**config.mk**
```make
export PLATFORM = sky130hd
export DESIGN_NAME = disp_scan
export DESIGN_NICKNAME = d
export VERILOG_FILES = /design/src/rtl/calc_pkg.sv /design/src/rtl/seg7_decoder.sv /design/src/rtl/disp_scan.sv
export SDC_FILE = /design/constraint.sdc
export NUM_CORES = 1
export LEC_CHECK = 0
export ABC_AREA = 1
export CAP_MARGIN = 20
export CORE_MARGIN = 2
export CORE_UTILIZATION = 39
export CTS_CLUSTER_DIAMETER = 30
export CTS_CLUSTER_SIZE = 14
export DETAILED_ROUTE_END_ITERATION = 7
export PLACE_DENSITY = 0.63
export RECOVER_POWER = 25
export SLEW_MARGIN = 15
export SYNTH_ARGS = -nofsm -noshare
export SYNTH_HDL_FRONTEND = slang
export SYNTH_SLANG_ARGS = --single-unit
```
**constraint.sdc**
```tcl
create_clock -name clock -period 3.46 [get_ports clock]
set_input_delay 1.038 -clock clock [delete_from_list [all_inputs] [get_ports clock]]
set_output_delay 1.038 -clock clock [all_outputs]
set_load 0.01 [all_outputs]
```
**src/rtl/calc_pkg.sv**
```systemverilog
// rtl/calc_pkg.sv - shared status codes, glyph patterns and frame states for the display path
package calc_pkg;

  localparam logic [1:0] STATUS_ERRO       = 2'b00;
  localparam logic [1:0] STATUS_OCUPADO    = 2'b01;
  localparam logic [1:0] STATUS_PRONTO     = 2'b10;
  localparam logic [1:0] STATUS_IMPRIMINDO = 2'b11;

  // Active-low segment patterns, bit order {g,f,e,d,c,b,a}
  localparam logic [6:0] SEG_BLANK = 7'b1111111;
  localparam logic [6:0] SEG_E     = 7'b0000110;
  localparam logic [6:0] SEG_R     = 7'b0101111;
  localparam logic [6:0] SEG_O     = 7'b0100011;

  typedef enum logic {
    IDLE = 1'b0,
    FILL = 1'b1
  } frame_state_t;

endpackage

```
**src/rtl/seg7_decoder.sv**
```systemverilog
// rtl/seg7_decoder.sv - BCD code to active-low 7-segment pattern, non-decimal codes blank
module seg7_decoder
  import calc_pkg::*;
(
  input  logic [3:0] code,
  output logic [6:0] pattern
);

  // Pure lookup; codes 10..15 never reach the glass as glyphs
  always_comb begin
    pattern = SEG_BLANK;
    case (code)
      4'd0:    pattern = 7'b1000000;
      4'd1:    pattern = 7'b1111001;
      4'd2:    pattern = 7'b0100100;
      4'd3:    pattern = 7'b0110000;
      4'd4:    pattern = 7'b0011001;
      4'd5:    pattern = 7'b0010010;
      4'd6:    pattern = 7'b0000010;
      4'd7:    pattern = 7'b1111000;
      4'd8:    pattern = 7'b0000000;
      4'd9:    pattern = 7'b0010000;
      default: pattern = SEG_BLANK;
    endcase
  end

endmodule

```
**src/rtl/disp_scan.sv**
```systemverilog
// rtl/disp_scan.sv - frame capture of the core digit stream and multiplexed 7-segment scan
module disp_scan
  import calc_pkg::*;
#(
  parameter int N_DIGITS    = 8,
  parameter int REFRESH_DIV = 50000
) (
  input  logic                clock,
  input  logic                reset,
  input  logic [1:0]          status,
  input  logic [3:0]          data,
  input  logic [3:0]          pos,
  output logic [N_DIGITS-1:0] an,
  output logic [6:0]          seg,
  output logic                dp
);

  localparam int IDX_W = (N_DIGITS > 1) ? $clog2(N_DIGITS) : 1;
  localparam int CNT_W = $clog2(REFRESH_DIV);

  localparam logic [3:0]       LAST_POS = 4'(N_DIGITS);
  // exp_pos one past the last digit marks a complete frame awaiting commit
  localparam logic [3:0]       EXP_DONE = 4'(N_DIGITS + 1);
  localparam logic [IDX_W-1:0] LAST_IDX = IDX_W'(N_DIGITS - 1);
  localparam logic [CNT_W-1:0] CNT_MAX  = CNT_W'(REFRESH_DIV - 1);

  frame_state_t     state;
  logic [3:0]       exp_pos;
  logic [3:0]       staging [N_DIGITS];
  logic [3:0]       display [N_DIGITS];
  logic [CNT_W-1:0] div_cnt;
  logic [IDX_W-1:0] idx;

  logic                is_write;
  logic                commit;
  logic                wrap;
  logic [3:0]          disp_next [N_DIGITS];
  logic [N_DIGITS-1:0] blank;
  logic                hi_zero;
  logic [3:0]          cur_code;
  logic [6:0]          dec_pat;
  logic [6:0]          err_pat;
  logic [6:0]          next_seg;

  assign is_write = (status == STATUS_IMPRIMINDO) && (pos != 4'd0) && (pos <= LAST_POS);
  assign commit   = (state == FILL) && (exp_pos == EXP_DONE);
  assign wrap     = (div_cnt == CNT_MAX);
  assign dp       = 1'b1;

  // Frame FSM: stage digits in strict 1..N order, publish the whole frame one cycle after the last
  always_ff @(posedge clock or posedge reset) begin
    if (reset) begin
      state   <= IDLE;
      exp_pos <= 4'd1;
      for (int i = 0; i < N_DIGITS; i++) begin
        staging[i] <= 4'd0;
        display[i] <= 4'd0;
      end
    end else begin
      case (state)
        IDLE: begin
          if (is_write && pos == 4'd1) begin
            staging[0] <= data;
            exp_pos    <= 4'd2;
            state      <= FILL;
          end
        end
        FILL: begin
          if (commit) begin
            display <= staging;
            exp_pos <= 4'd1;
            state   <= IDLE;
          end else if (status == STATUS_ERRO) begin
            exp_pos <= 4'd1;
            state   <= IDLE;
          end else if (is_write) begin
            if (pos == 4'd1) begin
              staging[0] <= data;
              exp_pos    <= 4'd2;
            end else if (pos == exp_pos) begin
              staging[IDX_W'(pos - 4'd1)] <= data;
              exp_pos                     <= exp_pos + 4'd1;
            end else begin
              exp_pos <= 4'd1;
              state   <= IDLE;
            end
          end
        end
        default: begin
          exp_pos <= 4'd1;
          state   <= IDLE;
        end
      endcase
    end
  end

  // Refresh divider: each digit owns REFRESH_DIV cycles, then the scan moves to the next one
  always_ff @(posedge clock or posedge reset) begin
    if (reset) begin
      div_cnt <= '0;
      idx     <= '0;
    end else if (wrap) begin
      div_cnt <= '0;
      idx     <= (idx == LAST_IDX) ? '0 : idx + IDX_W'(1);
    end else begin
      div_cnt <= div_cnt + CNT_W'(1);
    end
  end

  // Buffer seen by the next slot; bypasses a commit landing on the same edge
  always_comb begin
    for (int i = 0; i < N_DIGITS; i++) begin
      disp_next[i] = commit ? staging[i] : display[i];
    end
  end

  // Leading-zero blanking: a digit is dark when it and everything above it are zero
  always_comb begin
    hi_zero = 1'b1;
    blank   = '0;
    for (int k = N_DIGITS - 1; k >= 0; k--) begin
      hi_zero  = hi_zero & (disp_next[k] == 4'd0);
      blank[k] = (k != 0) & hi_zero;
    end
  end

  assign cur_code = disp_next[idx];

  seg7_decoder u_dec (
    .code    (cur_code),
    .pattern (dec_pat)
  );

  // Error overlay spells "Erro" across the low four digits
  always_comb begin
    err_pat = SEG_BLANK;
    if (idx == IDX_W'(0))
      err_pat = SEG_O;
    else if (idx == IDX_W'(1) || idx == IDX_W'(2))
      err_pat = SEG_R;
    else if (idx == IDX_W'(3))
      err_pat = SEG_E;
    next_seg = (status == STATUS_ERRO) ? err_pat : (blank[idx] ? SEG_BLANK : dec_pat);
  end

  // Output registers load once per slot so the lit digit never glitches mid-slot
  always_ff @(posedge clock or posedge reset) begin
    if (reset) begin
      an  <= '1;
      seg <= SEG_BLANK;
    end else if (wrap) begin
      an  <= ~(N_DIGITS'(1) << idx);
      seg <= next_seg;
    end
  end

endmodule

```
Word-level counts from Yosys, hierarchy flattened
Memories as Yosys holds them, arrays and structs flattened.
Cells that the tools add are included.
{ "totals": {"ramBits": 0, "romBits": 112, "n_memories": 1, "out_inout_bits": 16, "latchBits": 0, "elab_cells": 126, "register_bits": 103} }
{ "memory_table": {"columns": ["name", "depth", "width", "read_ports", "rd_clocked_by_memory_dff", "wr", "line_no", "text"], "rows": [
  ["(no name shown)", 16, 7, 1, 0, 0, "seg7_decoder.sv:12", "case (code)"]
]} }
{ "classes": {"n_lt_le_gt_ge": 5, "n_reduce_logical": 20, "div": 0, "addsub": 4, "bitwise_logic": 13, "muxes": 45, "shifts": 1, "multipliers": 0, "eq_ne": 15} }
{ "op_table": {"columns": ["operator", "n"], "rows": [
  ["$mux 32", 4],
  ["$mux 4", 19],
  ["$mux 7", 5],
  ["$bwmux 32", 1],
  ["$logic_not 4->1", 7],
  ["$mux 28", 1],
  ["$add 16x1->16 const B", 1],
  ["$eq 16x16->1 const B", 1],
  ["$mux 16", 1],
  ["$pmux 4 s2", 2],
  ["$bmux 4 s3", 1],
  ["$demux 4 s3", 1],
  ["$ge 4x4->1 const B", 2],
  ["$not 3->4", 2],
  ["$not 8->8", 1],
  ["$shl 1x3->8 const A", 1],
  ["$mux 1", 7],
  ["$and 1x1->1", 6],
  ["$eq 3x2->1 const B", 2],
  ["$ne 2x2->1 const B", 3],
  ["$reduce_and 6->1", 1],
  ["$logic_and 1x1->1", 5],
  ["$reduce_and 5->1", 1],
  ["$add 4x1->4 const B", 1],
  ["other kinds (23)", 27]
]} }

Longest topological paths before layout
Gate-level depths: netlist of the first run.
{ "depth": {"depth_word": 14, "ltp_mapped": 20} }

Modules after synthesis
From an unflattened synthesis of the first run, not the netlist that was laid out.
{ "hier_totals": {"hier_cells": 644, "area_unflattened_um2": 5147.4} }
{ "by_module_without_submodules": {"columns": ["mod", "instances", "cells_per_inst", "area_per_inst_um2"], "rows": [
  ["disp_scan", 1, 609, 4959.8],
  ["seg7_decoder", 1, 35, 187.7]
]} }

Worst setup path after synthesis of the first run
Ideal clock, no wire load.
{ "synth_path": {"kind": "in2reg", "from": "input port pos[1]", "to": "register staging[0] (netlist bit)", "cell_stages": 12, "arrival_time_ns": 2.364, "path_buffers": 0, "setup_slack_ns": 0.967, "cell_sequence": "inv_1 > ha_1 > nand3_1 > inv_1 > nor2_1 > inv_1 > nor2_1 > nand3_1 > nor2_1 > nand2_1 > nand2_1 > o21ai_0"} }
{ "synth_via": {"elab_chain_cells": 7, "word_cells_on_any_way": 16, "classes_between": "add/sub: 1; order compare: 3; eq/ne: 2; mux: 3; bitwise: 2; reduce/logical: 5"} }
{ "synth_rtl": {"columns": ["item", "line_no", "text"], "rows": [
  ["start, declared", "disp_scan.sv:12", "input logic [3:0] pos,"],
  ["$sub 3x1->3", "disp_scan.sv:81", "staging[IDX_W'(pos - 4'd1)] <= data;"],
  ["$not 3->4 (implied by the code)", "disp_scan.sv:81", null],
  ["$ge 4x4->1 (implied by the code) / $lt 4x1->1 (equally long branches)", "disp_scan.sv:81", null],
  ["$logic_and 1x1->1 (implied by the code)", "disp_scan.sv:81", null],
  ["$mux 4 (implied by the code)", "disp_scan.sv:81", null],
  ["$demux 4 s3", "disp_scan.sv:81", null],
  ["$bwmux 32", "disp_scan.sv:81", null],
  ["end signal, assigned by index", "disp_scan.sv:81", null],
  ["end, declared", "disp_scan.sv:29", "logic [3:0] staging [N_DIGITS];"]
]} }
Several ways; a longest one is shown, not always the timed one.
A chain may end at the register's enable or synchronous reset.

Worst setup path after layout of the first run
{ "layout_path": {"from": "register exp_pos[0]", "to": "register seg[3]"} }
{ "layout_via": {"elab_chain_cells": 14, "word_cells_on_any_way": 31, "classes_between": "eq/ne: 1; mux: 15; bitwise: 6; reduce/logical: 8; memory: 1"} }
{ "layout_rtl": {"columns": ["item", "line_no", "text"], "rows": [
  ["start, declared", "disp_scan.sv:28", "logic [3:0] exp_pos;"],
  ["start signal, assigned", "disp_scan.sv:82", "exp_pos <= exp_pos + 4'd1;"],
  ["$eq 4x4->1 *", "disp_scan.sv:46", "assign commit = (state == FILL) && (exp_pos == EXP_DONE);"],
  ["$logic_and 1x1->1 *", "disp_scan.sv:46", null],
  ["$mux 4", "disp_scan.sv:113", "disp_next[i] = commit ? staging[i] : display[i];"],
  ["$logic_not 4->1", "disp_scan.sv:122", "hi_zero = hi_zero & (disp_next[k] == 4'd0);"],
  ["$and 1x1->1 (6 in series)", "disp_scan.sv:122", null],
  ["$bmux 1 s3", "disp_scan.sv:143", "next_seg = (status == STATUS_ERRO) ? err_pat : (blank[idx] ? SEG_BLANK : dec_pat);"],
  ["$mux 1 (implied by the code)", "disp_scan.sv:143", null],
  ["$mux 7 * (2 in series)", "disp_scan.sv:143", null],
  ["end signal, assigned", "disp_scan.sv:153", "seg <= next_seg;"],
  ["end, declared", "disp_scan.sv:14", "output logic [6:0] seg,"]
]} }
Every way passes the cells marked *; elsewhere a longest branch is shown, timed or not. The select of a mux whose other input is x is not followed.

==> reports/results.tsv, run 1 <==
metric	value	unit
status	completed	
CP endpoint kind	flop	
drt first pass iters	4	
ANT cells	0	
post-cts resize count	0	
Synth Cell Area	5410	um2
Post-Synthesis Net Count	715	
post-synthesis cell type count	40	
CTS Hold Buffers Added	0	
min-delay src	div_cnt[0]	
die width	122	um
Area after DPL	5880	um2
Syn. warnings	0	
H-tree Lvls	3	
GRT Total Usage	0.179	
DR vias/cell	4.81	
Hold WC Path Type	flop to flop	
initial antenna violation count	0	
final setup violating endpoints	0	
drt wl/cell	13.3	um
peak supply drop	0.256	mV
final max-slew violation count	0	
Core Area	13700	um2
# IOs	28	
die area	14800	um2
largest net degree at the start of global routing	61	
CTS Buf Count	9	
Core Util, Final	0.450	
Fin Setup TNS	0	ns
register area share after synthesis	0.480	
CTS max path bufs	2	
max_slew headroom	0.392	
nets	750	
Final Hold Vio Count	0	
Max Fclk	333	MHz
Clock Tree Root	clkbuf_16	
Total Wirelength	12000	um
fin area	6170	um2
share of cells above drive strength 1	0.121	
Initial Util	0.394	
Clock Skew	0.00631	ns
Via Count	4367	
row count	43	
CP Max Fanout	11	
RR Startpoint	exp_pos[0]	
Placer Congestion	0.875	
power consumption	0.00257	W
worst skew pair latency	0.35	ns
PwrDens	416	nW/um2
Worst Max-Slew Pin Slew	0.906	ns
CTS tree	done	
min Tclk post-route	3.00	ns
Port Buf Inserts	26	
Gate Count Post-Synth	687	
syn_area_per_cell	7.87	um2
area delta synth->final	14.0	%
Leakage	3.22	nW
Worst Path Arrival	3.29	ns
Clock transition at path regs	0.07	ns
Die Span Y	122	um
buffer count from post-CTS setup fixing	0	
WS Path Type	flop to flop	
#FFs+latches synth	103	
Tcrit/Tclk final	0.868	
Critical Path RT	3.74	ns
RSZ-0062 raised after global routing	no	
Critical Path Source	exp_pos[0]	
first-pass GRT wire length	21000	um
drt drc	0	
initial DRC count	353	
startpoint types	flop	
sinks on the clock net	103	
Final ANT Viol Nets	0	
dpl hpwl	8800	um
gr ovfl total	0	
max_cap viols	0	
vias in the first global route	4364	
[synth_stat cells (all sizes together)]
library cell  instances  area share
a21boi                2      0.0028
a21oi                22       0.022
a31oi                 6      0.0069
and2                  4      0.0046
and3                  1      0.0012
buf                  12       0.021
clkbuf                2      0.0014
clkinv                1     0.00069
conb                  1     0.00069
dfrtp                87        0.40
dfstp                16       0.078
ha                   16       0.037
inv                  95       0.066
nand2               235        0.18
nand3                32       0.030
nand4                 6      0.0081
nor2                 62       0.046
nor3                  6      0.0076
nor4                  1      0.0012
o211ai                3      0.0042
o21a                  1      0.0014
o21ai                64       0.062
o21bai                1      0.0014
o22ai                 4      0.0046
or2                   3      0.0035
xor2                  4      0.0065
[metrics by stage]
stage,worst slack [ns],hold slack [ns],std cells
after floorplan,0.967,0.433,687
after global placement,0.326,0.445,891
after detailed placement,0.268,0.456,891
after CTS,0.483,0.471,907
after global routing,0.174,0.490,907
final,0.456,0.467,907
[power by group]
| group | switching, W | internal [W] | total (W) |
|---|---|---|---|
| Sequential | 0.0000424 | 0.00125 | 0.00129 |
| Combinational | 0.000145 | 0.0000786 | 0.000224 |
| Clock | 0.000478 | 0.000570 | 0.00105 |
| Total | 0.000666 | 0.00190 | 0.00257 |
[worst paths after layout]
kind,to,slack [ns],depth (start not counted)
setup reg to reg,seg[3],0.46,17
max in group asynchronous,an[7],1.32,3
setup / recovery,seg[3],0.46,17
hold / removal,div_cnt[0],0.47,1
hold reg to reg,div_cnt[0],0.47,1
min in group asynchronous,display[26],1.28,2
[registers in the layout, summed over array words and instances (netlist names)]
register and cells:
display 32, staging 32, div_cnt 16, an 8
seg 7, exp_pos 4, idx 3, state 1
[placed cells by master, fill, tap and decap left out, drive strengths merged, types with 2 or more instances in the layout]
cell type / n
a21boi: 2
a21oi: 22
a31oi: 6
and2: 4
buf: 11
clkbuf: 10
clkdlybuf4s50: 25
clkinv: 4
clkinvlp: 2
dfrtp: 87
dfstp: 16
ha: 16
inv: 96
nand2: 235
nand3: 32
nand4: 6
nor2: 62
nor3: 6
o211ai: 3
o21ai: 64
o22ai: 4
or2: 3
xor2: 4
[area by class of cell]
class,count,area (um2)
repair buffers,38,359
well taps,180,225
multi-input cells,474,2320
inverters,96,364
clock inverters,7,80.1
clock buffers,9,225
fillers,1337,7550
flip-flops and latches,103,2600
[routing by layer]
layer / part of all wire / global-route usage
met3: 0.021 / 0.0262
met5: 0 / 0
met2: 0.48 / 0.297
met1: 0.48 / 0.238
met4: 0.022 / 0.0661
[worst max-delay path: stages, from the launching register on]
cell	delay [ns]
dfstp_2	0.60
ha_1	0.20
nand2_1	0.11
nor3_4	0.51
buf_4	0.27
nand2_2	0.07
nand2_2	0.08
nand2_1	0.05
nand2_1	0.08
inv_1	0.05
nand2_1	0.09
nand2_2	0.11
inv_1	0.13
ha_1	0.25
nand2_1	0.07
a21oi_1	0.06
o21ai_1	0.14
nand2_1	0.07
[kinds of logic (layout without fill, tap and decap cells)]
kind of cell	count (synthesis)	in the layout	synth area share
xor+xnor	4	4	0.00648
simple gates	350	350	0.281
flops	103	103	0.480
other cells	1	1	0.000693
buf+inv	110	150	0.0898
compound gates	103	103	0.105
fa+ha+maj	16	16	0.0370
Note: power is estimated with default switching activity, not from simulation.
==> inputs of run 2 (changes only) <==
Settings changed: CORE_UTILIZATION 39 to 50, PLACE_DENSITY 0.63 to 0.76.
==> reports/results.tsv, run 2 (same netlist as run 1, synthesis figures left out) <==
metric	value	unit	change
PwrDens	376	nW/um2	-9.7%
vias in the first global route	4237		-2.9%
RR Startpoint	exp_pos[0]		
die area	11700	um2	-21%
drt drc	0		unchanged
CP endpoint kind	flop		
dpl hpwl	8550	um	-2.9%
Die Span Y	108	um	-11%
startpoint types	flop		
worst hold stages	1		unchanged
Leakage	3.14	nW	-2.6%
drt wl/cell	13.6	um	+2.3%
WS Path Type	flop to flop		
largest net degree at the start of global routing	36		-41%
max_cap viols	0		unchanged
grt met1 use	0.287		+0.0489
post-cts resize count	0		unchanged
peak supply drop	0.211	mV	-18%
Total Wirelength	11700	um	-3.0%
H-tree Lvls	3		unchanged
Port Buf Inserts	26		unchanged
Worst Hold End	div_cnt[0]		
Placer Congestion	0.890		+1.8%
Initial Util	0.519		+0.125
r2r setup slk	0.40	ns	-0.05 ns
min Tclk post-route	3.06	ns	+0.0528 ns
Fin Setup TNS	0	ns	unchanged
max_slew headroom	0.0829		-0.309
commonest non-fill, non-tap cell in the layout	nand2_1		
r2r worst-path depth	16		-1
RSZ-0062 raised after global routing	no		
Non-Filler Instances	860		-5.2%
Worst Max-Slew Pin Slew	1.37	ns	+0.462 ns
buffer count from post-CTS setup fixing	0		unchanged
initial antenna violation count	0		unchanged
die width	108	um	-11%
Clock Tree Root	clkbuf_8		
min-delay src	div_cnt[0]		
Clock Skew	0.0153	ns	+0.00902 ns
initial DRC count	242		-31%
Via Count	4339		-0.64%
Hold WC Path Type	flop to flop		
CTS tree	done		
GR peak layer	met2		
CTS Buf Count	9		unchanged
final max-slew violation count	0		unchanged
Top Registers	display (32), staging (32), div_cnt (16)		
sinks on the clock net	103		unchanged
area delta synth->final	10.3	%	
DR vias/cell	5.05		+4.8%
CTS Hold Buffers Added	0		unchanged
placed cells	844		-5.3%
GR Util met3	0.0398		+0.0136
ANT cells	0		unchanged
share of cells above drive strength 1	0.113		-0.00779
CP Max Fanout	24		+13
Final ANT Viol Nets	0		unchanged
nets	747		-0.40%
GRT Total Usage	0.216		+0.0375
final setup violating endpoints	0		unchanged
Critical Path RT	3.78	ns	+0.04 ns
Core Area	10400	um2	-24%
Tcrit/Tclk final	0.883		+0.0153
# IOs	28		unchanged
most frequent cells in the layout	nand2_1, inv_1, dfrtp_1		
FILL cells	978		-27%
Final Hold Vio Count	0		unchanged
status	completed		
Worst Path Arrival	3.37	ns	+0.08 ns
Reg2Reg Capture Point	seg[6]		
row count	37		-14%
M2 GR Usage	0.358		+0.0606
CTS max path bufs	2		unchanged
drt first pass iters	5		+1
worst skew pair latency	0.38	ns	+0.03 ns
first-pass GRT wire length	19800	um	-5.6%
Max Fclk	327	MHz	-1.7%
gr ovfl total	0		unchanged
Clock transition at path regs	0.11	ns	+0.04 ns
run 2: cell count changes in the layout (fill, tap and decap cells not counted), sizes merged:
cell    change
buf         -4
bufinv      -1
clkbuf      +1
inv         +1
run 2: how the worst max path moves through the flow:
| stage | startpoint | endpoint | slack, ns | cells past startpoint |
|---|---|---|---|---|
| 2_1_floorplan | pos[1] | staging[0] | 0.97 | 12 |
| 3_3_place_gp | pos[0] | staging[31] | 0.36 | 12 |
| 3_5_place_dp | pos[0] | staging[29] | 0.29 | 12 |
| 4_1_cts | exp_pos[0] | seg[6] | 0.52 | 16 |
| 5_1_grt | exp_pos[0] | seg[6] | 0.20 | 16 |
| 6_report | exp_pos[0] | seg[6] | 0.40 | 16 |
run 2: stage by stage:
step	instance area (um2)	setup WS [ns]	utilization	total power [W]	hold WS [ns]
final	5970	0.404	0.573	0.00224	0.470
after floorplan	5410	0.967	-	0.00147	0.433
after detailed placement	5810	0.290	0.558	0.00155	0.459
after global routing	5970	0.203	0.573	0.00236	0.499
after global placement	5810	0.362	0.558	0.00154	0.450
after CTS	6000	0.520	0.576	0.00227	0.474
run 2: final cells by class:
class	count	area, um2	share of cell area
sequential	103	2600	0.435
multi-input combinational	474	2310	0.387
inverter	96	364	0.0610
timing repair buffer	35	334	0.0560
tap	136	170	0.0285
clock buffer	9	124	0.0208
clock inverter	7	66.3	0.0111
run 2: critical path, cell delays in order, from the launching register on:
cell	delay (ns)
dfstp_1	0.66
ha_1	0.23
nand2_1	0.14
nor3_4	0.13
buf_4	0.33
nand2_2	0.09
o21ai_2	0.08
inv_2	0.05
nand2_1	0.06
nand3_1	0.09
o21ai_2	0.29
inv_1	0.11
ha_1	0.21
o21ai_1	0.21
a21oi_1	0.07
o21ai_1	0.16
nand2_1	0.07
run 2: where the power goes:
group          leakage [nW]  switching (W)  internal, W
Combinational          1.69       0.000147    0.0000797
Sequential             1.35      0.0000459      0.00125
Clock                0.0949       0.000444     0.000278
run 2: layer usage:
metal / vias to the layer above / share of wire
met1: 2025 / 0.46
met4: 0 / 0.023
li1: 2214 / -
met2: 83 / 0.48
met3: 17 / 0.032
met5: - / 0
==> inputs of run 3 (changes only) <==
Settings changed: CTS_CLUSTER_DIAMETER 30 to 200.
==> results of run 3 <==
Same layout as run 2: the final DEF is identical, and so are final timing and power.
